<file path="config.mk">
export PLATFORM = sky130hd
export DESIGN_NAME = pc_fetch_ctrl
export DESIGN_NICKNAME = d
export VERILOG_FILES = /design/src/rtl/pc_fetch_ctrl.sv
export SDC_FILE = /design/constraint.sdc
export NUM_CORES = 1
export LEC_CHECK = 0
export BUFFER_PORTS_ARGS = -buffer_cell sky130_fd_sc_hd__buf_2
export CORE_MARGIN = 2
export CORE_UTILIZATION = 30
export DETAILED_ROUTE_END_ITERATION = 16
export MAX_ROUTING_LAYER = met4
export SLEW_MARGIN = 10
export SYNTH_ARGS = -nofsm -noshare
export SYNTH_HDL_FRONTEND = slang
export SYNTH_SLANG_ARGS = --single-unit
</file>
<file path="constraint.sdc">
create_clock -name clk -period 2.8 [get_ports clk]
set_clock_uncertainty 0.2 [all_clocks]
set_input_delay 0.14 -clock clk [delete_from_list [all_inputs] [get_ports clk]]
set_output_delay 0.14 -clock clk [all_outputs]
set_load 0.005 [all_outputs]
</file>
<file path="src/rtl/pc_fetch_ctrl.sv">
// pc_fetch_ctrl: program-counter / fetch sequencer on the consumer side of the
// branch lookup table. Drives the table index straight from the instruction
// field and samples the returned target in the same cycle. It steps the PC
// through IDLE/RUN/HALT and keeps a single-entry link register for call/return.
//
//   state  | meaning
//   -------+---------------------------------------------------------------
//   IDLE   | after reset; pc held at START_ADDR until start
//   RUN    | fetching; pc advances by halt/stall/ret/branch/increment
//   HALT   | halt seen; pc frozen at halt address, done high until start
module pc_fetch_ctrl #(
    parameter int PC_W       = 10,
    parameter int IDX_W      = 4,
    parameter int TGT_W      = 8,
    parameter int REL_BRANCH = 0,
    parameter int START_ADDR = 0
) (
    input  logic             clk,
    input  logic             reset,
    input  logic             start,
    input  logic             halt,
    input  logic             stall,
    input  logic             br_en,
    input  logic             br_cond,
    input  logic             br_link,
    input  logic             ret_en,
    input  logic [IDX_W-1:0] instr_idx,
    input  logic [TGT_W-1:0] branch_target,
    output logic [IDX_W-1:0] lut_index,
    output logic [PC_W-1:0]  pc,
    output logic             done,
    output logic             running
);

    typedef enum logic [1:0] {
        S_IDLE = 2'd0,
        S_RUN  = 2'd1,
        S_HALT = 2'd2
    } state_t;

    localparam logic [PC_W-1:0] START_PC = PC_W'(START_ADDR);

    state_t          state_q, state_nxt;
    logic [PC_W-1:0] pc_q, pc_nxt;
    logic [PC_W-1:0] link_q, link_nxt;
    logic [PC_W-1:0] pc_inc;
    logic [PC_W-1:0] tgt_zext;
    logic [PC_W-1:0] tgt_sext;
    logic [PC_W-1:0] br_pc;

    // The table answers combinationally, so the index is a straight pass-through.
    assign lut_index = instr_idx;
    assign pc        = pc_q;

    // All PC arithmetic wraps modulo 2**PC_W by truncation to PC_W bits.
    assign pc_inc   = pc_q + PC_W'(1);
    assign tgt_zext = {{(PC_W-TGT_W){1'b0}}, branch_target};
    assign tgt_sext = {{(PC_W-TGT_W){branch_target[TGT_W-1]}}, branch_target};
    assign br_pc    = (REL_BRANCH != 0) ? (pc_q + tgt_sext) : tgt_zext;

    // Next-state and next-PC selection; in RUN: halt > stall > ret > taken branch > increment.
    always_comb begin
        state_nxt = state_q;
        pc_nxt    = pc_q;
        link_nxt  = link_q;
        case (state_q)
            S_IDLE, S_HALT: begin
                if (start) begin
                    state_nxt = S_RUN;
                    pc_nxt    = START_PC;
                end
            end
            S_RUN: begin
                if (halt) begin
                    state_nxt = S_HALT;
                end else if (stall) begin
                    pc_nxt = pc_q;
                end else if (ret_en) begin
                    pc_nxt = link_q;
                end else if (br_en && br_cond) begin
                    pc_nxt = br_pc;
                    if (br_link) begin
                        link_nxt = pc_inc;
                    end
                end else begin
                    pc_nxt = pc_inc;
                end
            end
            default: begin
                state_nxt = S_IDLE;
                pc_nxt    = START_PC;
            end
        endcase
    end

    // State, PC, link and status flags; done/running decode the next state so they track state exactly.
    always_ff @(posedge clk) begin
        if (reset) begin
            state_q <= S_IDLE;
            pc_q    <= START_PC;
            link_q  <= '0;
            done    <= 1'b0;
            running <= 1'b0;
        end else begin
            state_q <= state_nxt;
            pc_q    <= pc_nxt;
            link_q  <= link_nxt;
            done    <= (state_nxt == S_HALT);
            running <= (state_nxt == S_RUN);
        end
    end

endmodule

</file>
## After elaboration in Yosys (flattened, before gate mapping)

Index checks and enable logic that the tools add are counted.

| word-level totals | value |
|---|---|
| register bits after elaboration | 24 |
| input bits | 21 |
| output and inout port bits | 16 |
| word-level logic and storage cells | 30 |

| cells by class | value |
|---|---|
| $add $sub $neg | 1 |
| equality and inequality tests | 7 |
| muxes and demuxes | 9 |
| bitwise gates (word level) | 3 |
| reductions and logical operators | 5 |

Operator list:

| cell | count |
|---|---|
| $mux 10 | 5 |
| $pmux 10 s2 | 1 |
| $add 10x1->10 const B | 1 |
| $ne 2x2->1 const B | 3 |
| $reduce_and 6->1 | 1 |
| $eq 2x1->1 const B | 2 |
| $eq 2x2->1 const B | 2 |
| $mux 2 | 2 |
| $pmux 2 s2 | 1 |
| $not 1->1 | 3 |
| $reduce_and 3->1 | 1 |
| $logic_not 2->1 | 1 |
| $reduce_or 2->1 | 1 |
| $logic_and 1x1->1 | 1 |

## Logic depth before layout (Yosys ltp)

Gate-level depths: netlist of the first run.

| logic depth | value |
|---|---|
| depth in word-level cells | 6 |
| gate-level depth with buffers | 5 |
| gate-level depth less buffers | 5 |

## Worst setup path before layout of the first run

Ideal clock, no wire load.

| timing | value |
|---|---|
| path type | reg2reg |
| start point | register state_q[0] |
| end point | register link_q[7] |
| setup time | 79 ps |
| data arrival time | 1602 ps |
| data required time | 2521 ps |
| slack | 919 ps |
| cell stages (with the launch flop) | 6 |
| buffers on the path | 1 |
| period minus slack after synthesis | 1881 ps |
| cells stage by stage | dfxtp_1 > or4b_4 > nor3_4 > buf_6 > nor2_1 > a211oi_2 |

| on the way | value |
|---|---|
| longest elaborated chain between the ends | 2 |

Ends and longest elaborated chain:

| what | line | text |
|---|---|---|
| from (decl) | 43 | `state_t state_q, state_nxt;` |
| from (signal assigned) | 105 | `state_q <= state_nxt;` |
| $eq 2x1->1 | 66 | `case (state_q)` |
| $reduce_and 6->1 (no source line) | -- |  |
| to (signal assigned) | 107 | `link_q <= link_nxt;` |
| to (decl) | 45 | `logic [PC_W-1:0] link_q, link_nxt;` |

Every way passes these cells.
A chain may end at the register's enable or synchronous reset.

## Final worst setup path of the first run

| timing | value |
|---|---|
| start point | register state_q[0] |
| end point | register link_q[6] |

Same word-level chain as after synthesis.

==> flow_summary.json, run 1 <==
{
  "grt_ovf": 0,
  "dieWidth_microns": 69.48,
  "drt-wirelength-per-cell_microns": 14.20,
  "post-synth-top-area-cell": "sky130_fd_sc_hd__dfxtp_1",
  "groute.layer.met1.usage_pct": 16.46,
  "worst_path_max_delay_cell": "sky130_fd_sc_hd__or4b_4",
  "crit_path_start_kind": "flop",
  "cp_num_buf_inv": 1,
  "core_region_area_sq_um": 4058,
  "routed-via-count": 1223,
  "post-synth-top-area-fraction_pct": 37.35,
  "postCtsSetupRepairBufs": 0,
  "drt_pass1_iterations": 4,
  "initial_utilization_pct": 31.70,
  "ant_nets": 0,
  "hold_path.class": "input port to flop",
  "floorplan.rows": 23,
  "worst_ep_arrival_time_ns": 2.08,
  "ctsLongestPathBuffers": 2,
  "timing.critical_path.cells": "or4b_4 -> nor3_4 -> buf_4 -> nor2_1 -> a311oi_1",
  "synth.yosys.seq_area_share_pct": 37.35,
  "largest_fanout_of_any_net_on_the_critical_path": 13,
  "h-tree-depth": 1,
  "postSynthRegisterBits": 24,
  "fin_setup_tns_ns": 0,
  "timing.critical_path.slowest_cell_delay_ns": 0.53,
  "grt_max_degree": 25,
  "worstSetupStartpoint": "state_q[0]$_SDFF_PP0_",
  "worst_slew_pin_slew_ns": 0.6313,
  "worst_hold_startpoint": "halt",
  "die_area_sq_um": 4827,
  "syn_inst": 150,
  "detail_route.iter0.violations": 40,
  "ctsHoldBuffers": 1,
  "power.density_cell_area_nw_per_um2": 408.3,
  "via_per_inst": 5.460,
  "netlist_top_cells_area": "sky130_fd_sc_hd__dfxtp_1 37%, sky130_fd_sc_hd__nor2_1 5.5%, sky130_fd_sc_hd__a21oi_1 3.5%, sky130_fd_sc_hd__nand3_1 3.1%, sky130_fd_sc_hd__a22oi_1 2.9%",
  "clock_sink_count": 24,
  "finalNetCount": 198,
  "fin_crit_sh_pct": 75.35,
  "design.portCount": 37,
  "worstPathRequired_ns": 2.77,
  "post-dp-hpwl_microns": 2409,
  "timing_hold_violations_final": 0,
  "power.ir.vdd_worst_v": 0.0002519,
  "syn-num-nets": 172,
  "wl_microns": 3181,
  "power.static_leakage_uw": 0.0005335,
  "gr-usage-all-layers_pct": 13.84,
  "endpoint_kind": "flop",
  "timing.max_cap.violations": 0,
  "most-common-layout-cells": "28 x sky130_fd_sc_hd__buf_2, 24 x sky130_fd_sc_hd__dfxtp_1, 19 x sky130_fd_sc_hd__nor2_1, 9 x sky130_fd_sc_hd__a21oi_1",
  "worst_path_dominant_cell_family": "simple AND/OR/NAND/NOR gates",
  "multi_input_comb_area_sq_um": 734.5,
  "route.detailed.drc": 0,
  "grt_first_pass_wirelength_microns": 5368,
  "global_route.usage.met2_pct": 24.04,
  "gp_congestion": 0.7686,
  "num_antenna_cells": 0,
  "max-slew-margin-rel_pct": 57.80,
  "cts_inserted_buffers": 3,
  "setup_violations": 0,
  "cts_resized": 0,
  "synthDistinctLibCells": 41,
  "grt_setup_unrepaired": "no",
  "antenna_found_initial": 0,
  "floorplan.die.height_microns": 69.48,
  "min_clock_period_post_route_ns": 2.110,
  "mappedNetlistArea_sq_um": 1286,
  "worst_r2r_src": "state_q[0]$_SDFF_PP0_",
  "worst_skew_pair.late_latency_ns": 0.26,
  "ys_async_sr_fraction_pct": 0,
  "status": "finished clean",
  "synth_enable_flop_cells": 0,
  "first_global_vias": 1156,
  "tritoncts": "done",
  "met3_usage_pct": 3.634,
  "critPathKind": "flop to flop",
  "drive_above_1_share_pct": 22.99,
  "area.growth.synth_to_final_pct": 16.24,
  "clk_root_buffer_cell": "sky130_fd_sc_hd__clkbuf_8",
  "synth_warnings": 0,
  "numPortBuffers": 28,
  "preCtsSetupSlack_ns": 0.6934,
  "report.final.slew_viol_count": 0,
  "final_critical_path_setup_slack_ns": 0.6903,
  "top_usage_layer": "met2",
  "synth-main-ff-cell": "sky130_fd_sc_hd__dfxtp_1",
  "clk_pin_slew_worst_paths_ns": 0.08,
  "fmaxAchievable_mhz": 474.0,
  "fillCellCount": 424,
  "final-seq-area_sq_um": 480.5,
  "synth_area_per_cell_sq_um": 8.575,
  "layout.cells.most_common": "sky130_fd_sc_hd__buf_2"
}
## final timing paths
| kind | end | slack (ns) | depth (start not counted) |
|---|---|---|---|
| worst max register to register | link_q[6]$_SDFFE_PP0P_ | 0.69 | 5 |
| worst min-delay path | done$_SDFF_PP0_ | 0.03 | 3 |
| worst min register to register | link_q[8]$_SDFFE_PP0P_ | 0.29 | 2 |
| worst max-delay path | link_q[6]$_SDFFE_PP0P_ | 0.69 | 5 |
## final cells by class
cell class / count / share of cell area (%)
tap: 50 / 4.184
multi-input combinational: 113 / 49.12
sequential: 24 / 32.13
clock buffer: 3 / 2.762
inverter: 3 / 0.7531
timing repair buffer: 31 / 11.05
## tightest hold or removal path, stage by stage
cell and delay [ns]:
sky130_fd_sc_hd__buf_2 0.13, sky130_fd_sc_hd__nand3b_1 0.11, sky130_fd_sc_hd__a21oi_1 0.07
## kinds of logic after synthesis
family                   synth area share [%]
AO/OA/AOI/OAI                           24.03
AND/OR/NAND/NOR                         24.61
buffers and inverters                   5.545
flip-flops                              37.35
XOR/XNOR                                3.405
adder cells (fa/ha/maj)                0.9726
multiplexers                            4.086
## registers in the layout, indices dropped and copies added (netlist names)
name / flops
done: 1
link_q: 10
pc: 10
running: 1
state_q: 2
## synthesized netlist by cell type (4+ instances only)
cell type / instances
sky130_fd_sc_hd__a21oi_1: 9
sky130_fd_sc_hd__a22oi_1: 5
sky130_fd_sc_hd__buf_4: 4
sky130_fd_sc_hd__clkbuf_1: 5
sky130_fd_sc_hd__dfxtp_1: 24
sky130_fd_sc_hd__nand2_1: 8
sky130_fd_sc_hd__nand2b_1: 4
sky130_fd_sc_hd__nand3_1: 8
sky130_fd_sc_hd__nor2_1: 19
sky130_fd_sc_hd__nor3_1: 4
sky130_fd_sc_hd__o21ai_0: 7
## layer usage
metal | vias up | wire length, microns | part of all wire, %
met5 | - | 0 | 0
li1 | 604 | - | -
met4 | 0 | 15 | 0.47
met2 | 33 | 1593 | 50
met3 | 2 | 172 | 5.4
met1 | 584 | 1399 | 44
## power breakdown
part	internal, uW	switching, uW	leakage, uW
Sequential	345	4.42	0.000194
Clock	96.1	102	0.0000216
Combinational	24.9	37.7	0.000318
## through the flow
step                total power [uW]  cells  hold WS (ns)  util (%)  area (sq um)
floorplan                      394.7    150       0.01214         -          1286
global placement               418.8    220       0.08004     35.58          1444
detailed placement             419.8    220       0.08004     35.58          1444
CTS                            620.3    224       0.03290     36.85          1495
global route                   640.0    224       0.05035     36.85          1495
finish                         610.4    224       0.03447     36.85          1495
(Power assumes the default switching activity.)
==> inputs of run 2 (changes only) <==
==> constraint.sdc (replaced) <==
create_clock -name clk -period 1.93 [get_ports clk]
set_clock_uncertainty 0.2 [all_clocks]
set_input_delay 0.0965 -clock clk [delete_from_list [all_inputs] [get_ports clk]]
set_output_delay 0.0965 -clock clk [all_outputs]
set_load 0.005 [all_outputs]
==> flow_summary.json, run 2 (same netlist as run 1, synthesis figures left out) <==
{
  "detailed_place.area_sq_um": 1536,
  "power.density_cell_area_nw_per_um2": 552.5,
  "worst_r2r_src": "state_q[1]$_SDFF_PP0_",
  "worst_hold_startpoint": "branch_target[3]",
  "power_frac_clock_pct": 31.6,
  "via_per_inst": 5.118,
  "clk_pin_slew_worst_paths_ns": 0.08,
  "whs_ns": 0.01397,
  "endpoint_kind": "flop",
  "gr-usage-all-layers_pct": 14.22,
  "grt_first_pass_wirelength_microns": 5416,
  "internal_power_uw": 694.2,
  "power.ir.vdd_worst_v": 0.0004936,
  "worst_slew_pin_slew_ns": 0.3988,
  "clk_root_buffer_cell": "sky130_fd_sc_hd__clkbuf_8",
  "setup_violations": 0,
  "power_frac_comb_pct": 12.6,
  "floorplan.die.height_microns": 69.48,
  "cts_inserted_buffers": 3,
  "hold_path_end": "pc[3]$_SDFFE_PP0P_",
  "cells_on_worst_reg2reg_path": 5,
  "sequentialPowerShare_pct": 55.7,
  "num_antenna_cells": 0,
  "worstPathRequired_ns": 1.91,
  "ctsLongestPathBuffers": 2,
  "fin_crit_sh_pct": 94.85,
  "largest_fanout_of_any_net_on_the_critical_path": 17,
  "report.final.slew_viol_count": 0,
  "first_global_vias": 1133,
  "route.detailed.drc": 0,
  "core_region_area_sq_um": 4058,
  "final_core_util_pct": 40.39,
  "area.growth.synth_to_final_pct": 27.43,
  "clock_sink_count": 24,
  "die_area_sq_um": 4827,
  "tritoncts": "done",
  "grt_ovf": 0,
  "crit_path_start_kind": "flop",
  "routed-via-count": 1218,
  "timing_hold_violations_final": 0,
  "drt-wirelength-per-cell_microns": 13.64,
  "grt_setup_unrepaired": "no",
  "drive_above_1_share_pct": 26.60,
  "hold_crit_depth": 4,
  "numPortBuffers": 28,
  "design.portCount": 37,
  "timing.max_cap.violations": 0,
  "fmaxAchievable_mhz": 546.2,
  "fin_setup_tns_ns": 0,
  "ant_nets": 0,
  "max-slew-margin-rel_pct": 73.35,
  "preCtsSetupSlack_ns": 0.09346,
  "worst_ep_arrival_time_ns": 1.81,
  "p_switching_uw": 211.4,
  "switching_share_pct": 23.34,
  "initial_utilization_pct": 31.70,
  "drt_pass1_iterations": 4,
  "power.static_leakage_uw": 0.0006070,
  "most-common-layout-cells": "28 x sky130_fd_sc_hd__buf_2, 23 x sky130_fd_sc_hd__dfxtp_1, 19 x sky130_fd_sc_hd__nor2_1, 9 x sky130_fd_sc_hd__a21oi_1, 9 x sky130_fd_sc_hd__buf_4",
  "layout.cell_area.non_filler_sq_um": 1639,
  "final_critical_path_setup_slack_ns": 0.09931,
  "layout.cells.most_common": "sky130_fd_sc_hd__buf_2",
  "grt_max_degree": 24,
  "gp_congestion": 0.7849,
  "timing.reg2reg.setup_slack_ns": 0.1,
  "dieWidth_microns": 69.48,
  "min_clock_period_post_route_ns": 1.831,
  "floorplan.rows": 23,
  "post-dp-hpwl_microns": 2406,
  "finalNetCount": 212,
  "wl_microns": 3247,
  "h-tree-depth": 1,
  "critPathKind": "flop to flop",
  "hold_path.class": "input port to flop",
  "antenna_found_initial": 0,
  "detail_route.iter0.violations": 37,
  "status": "finished clean",
  "worst_skew_pair.late_latency_ns": 0.26,
  "worstReg2RegEnd": "link_q[5]$_SDFFE_PP0P_"
}
==> run 2: changes by cell type in the layout (fill, tap and decap cells not counted), sizes merged <==
cell         before  now
dlygate4sd3       1    6
buf              30   39
==> run 2: through the flow <==
stage	cells	power, uW
after global routing	238	954.7
after global placement	229	621.4
after detailed placement	229	621.3
after floorplan	150	572.7
after CTS	238	923.4
final	238	905.6
==> run 2: cell type report <==
type / instances / area [sq um]
Sequential cell: 24 / 481.7
Inverter: 3 / 11.26
Timing Repair Buffer: 45 / 307.8
Clock buffer: 3 / 41.29
Tap cell: 50 / 62.56
Fill cell: 424 / 2419
Multi-Input combinational cell: 113 / 734.5
==> run 2: worst max path at each step <==
| stage | startpoint | endpoint | slack, ns |
|---|---|---|---|
| final | state_q[1]$_SDFF_PP0_ | link_q[5]$_SDFFE_PP0P_ | 0.1 |
| after global routing | pc[0]$_SDFFE_PP0P_ | pc[2]$_SDFFE_PP0P_ | 0.004 |
| after CTS | state_q[1]$_SDFF_PP0_ | link_q[6]$_SDFFE_PP0P_ | 0.07 |
| after detailed placement | state_q[1]$_SDFF_PP0_ | link_q[6]$_SDFFE_PP0P_ | 0.09 |
| after global placement | pc[1]$_SDFFE_PP0P_ | pc[2]$_SDFFE_PP0P_ | 0.11 |
| after floorplan | state_q[0]$_SDFF_PP0_ | link_q[7]$_SDFFE_PP0P_ | 0.05 |
==> run 2: repair_timing <==
action / in CTS / in global routing
gates resized for setup: 0 / 1
setup buffers: 0 / 0
hold endpoints to repair: 8 / 0
hold buffers: 6 / 0
setup endpoints to repair: 0 / 3
==> run 2: power by group through the flow <==
stage          Sequential [uW]  Clock, uW  Combinational [uW]
2_1_floorplan              518          0                54.3
3_3_place_gp               516          0                 105
3_5_place_dp               516          0                 105
4_1_cts                    505        303                 116
5_1_grt                    506        323                 127
6_report                   505        287                 114
==> run 2: critical path, cell delays in order, from the launching register on <==
cell and delay [ns]:
sky130_fd_sc_hd__dfxtp_1 0.32, sky130_fd_sc_hd__or4b_4 0.55, sky130_fd_sc_hd__nor3_4 0.22, sky130_fd_sc_hd__buf_12 0.18
sky130_fd_sc_hd__nor2_1 0.05, sky130_fd_sc_hd__a311oi_1 0.23
==> run 2: layer usage <==
metal | share of wire [%] | GRT usage (%) | up-vias
li1 | - | - | 636
met1 | 47 | 17.99 | 561
met2 | 49 | 23.61 | 19
met3 | 3.7 | 3.924 | 2
met4 | 0.46 | 1.307 | 0
met5 | 0 | - | -
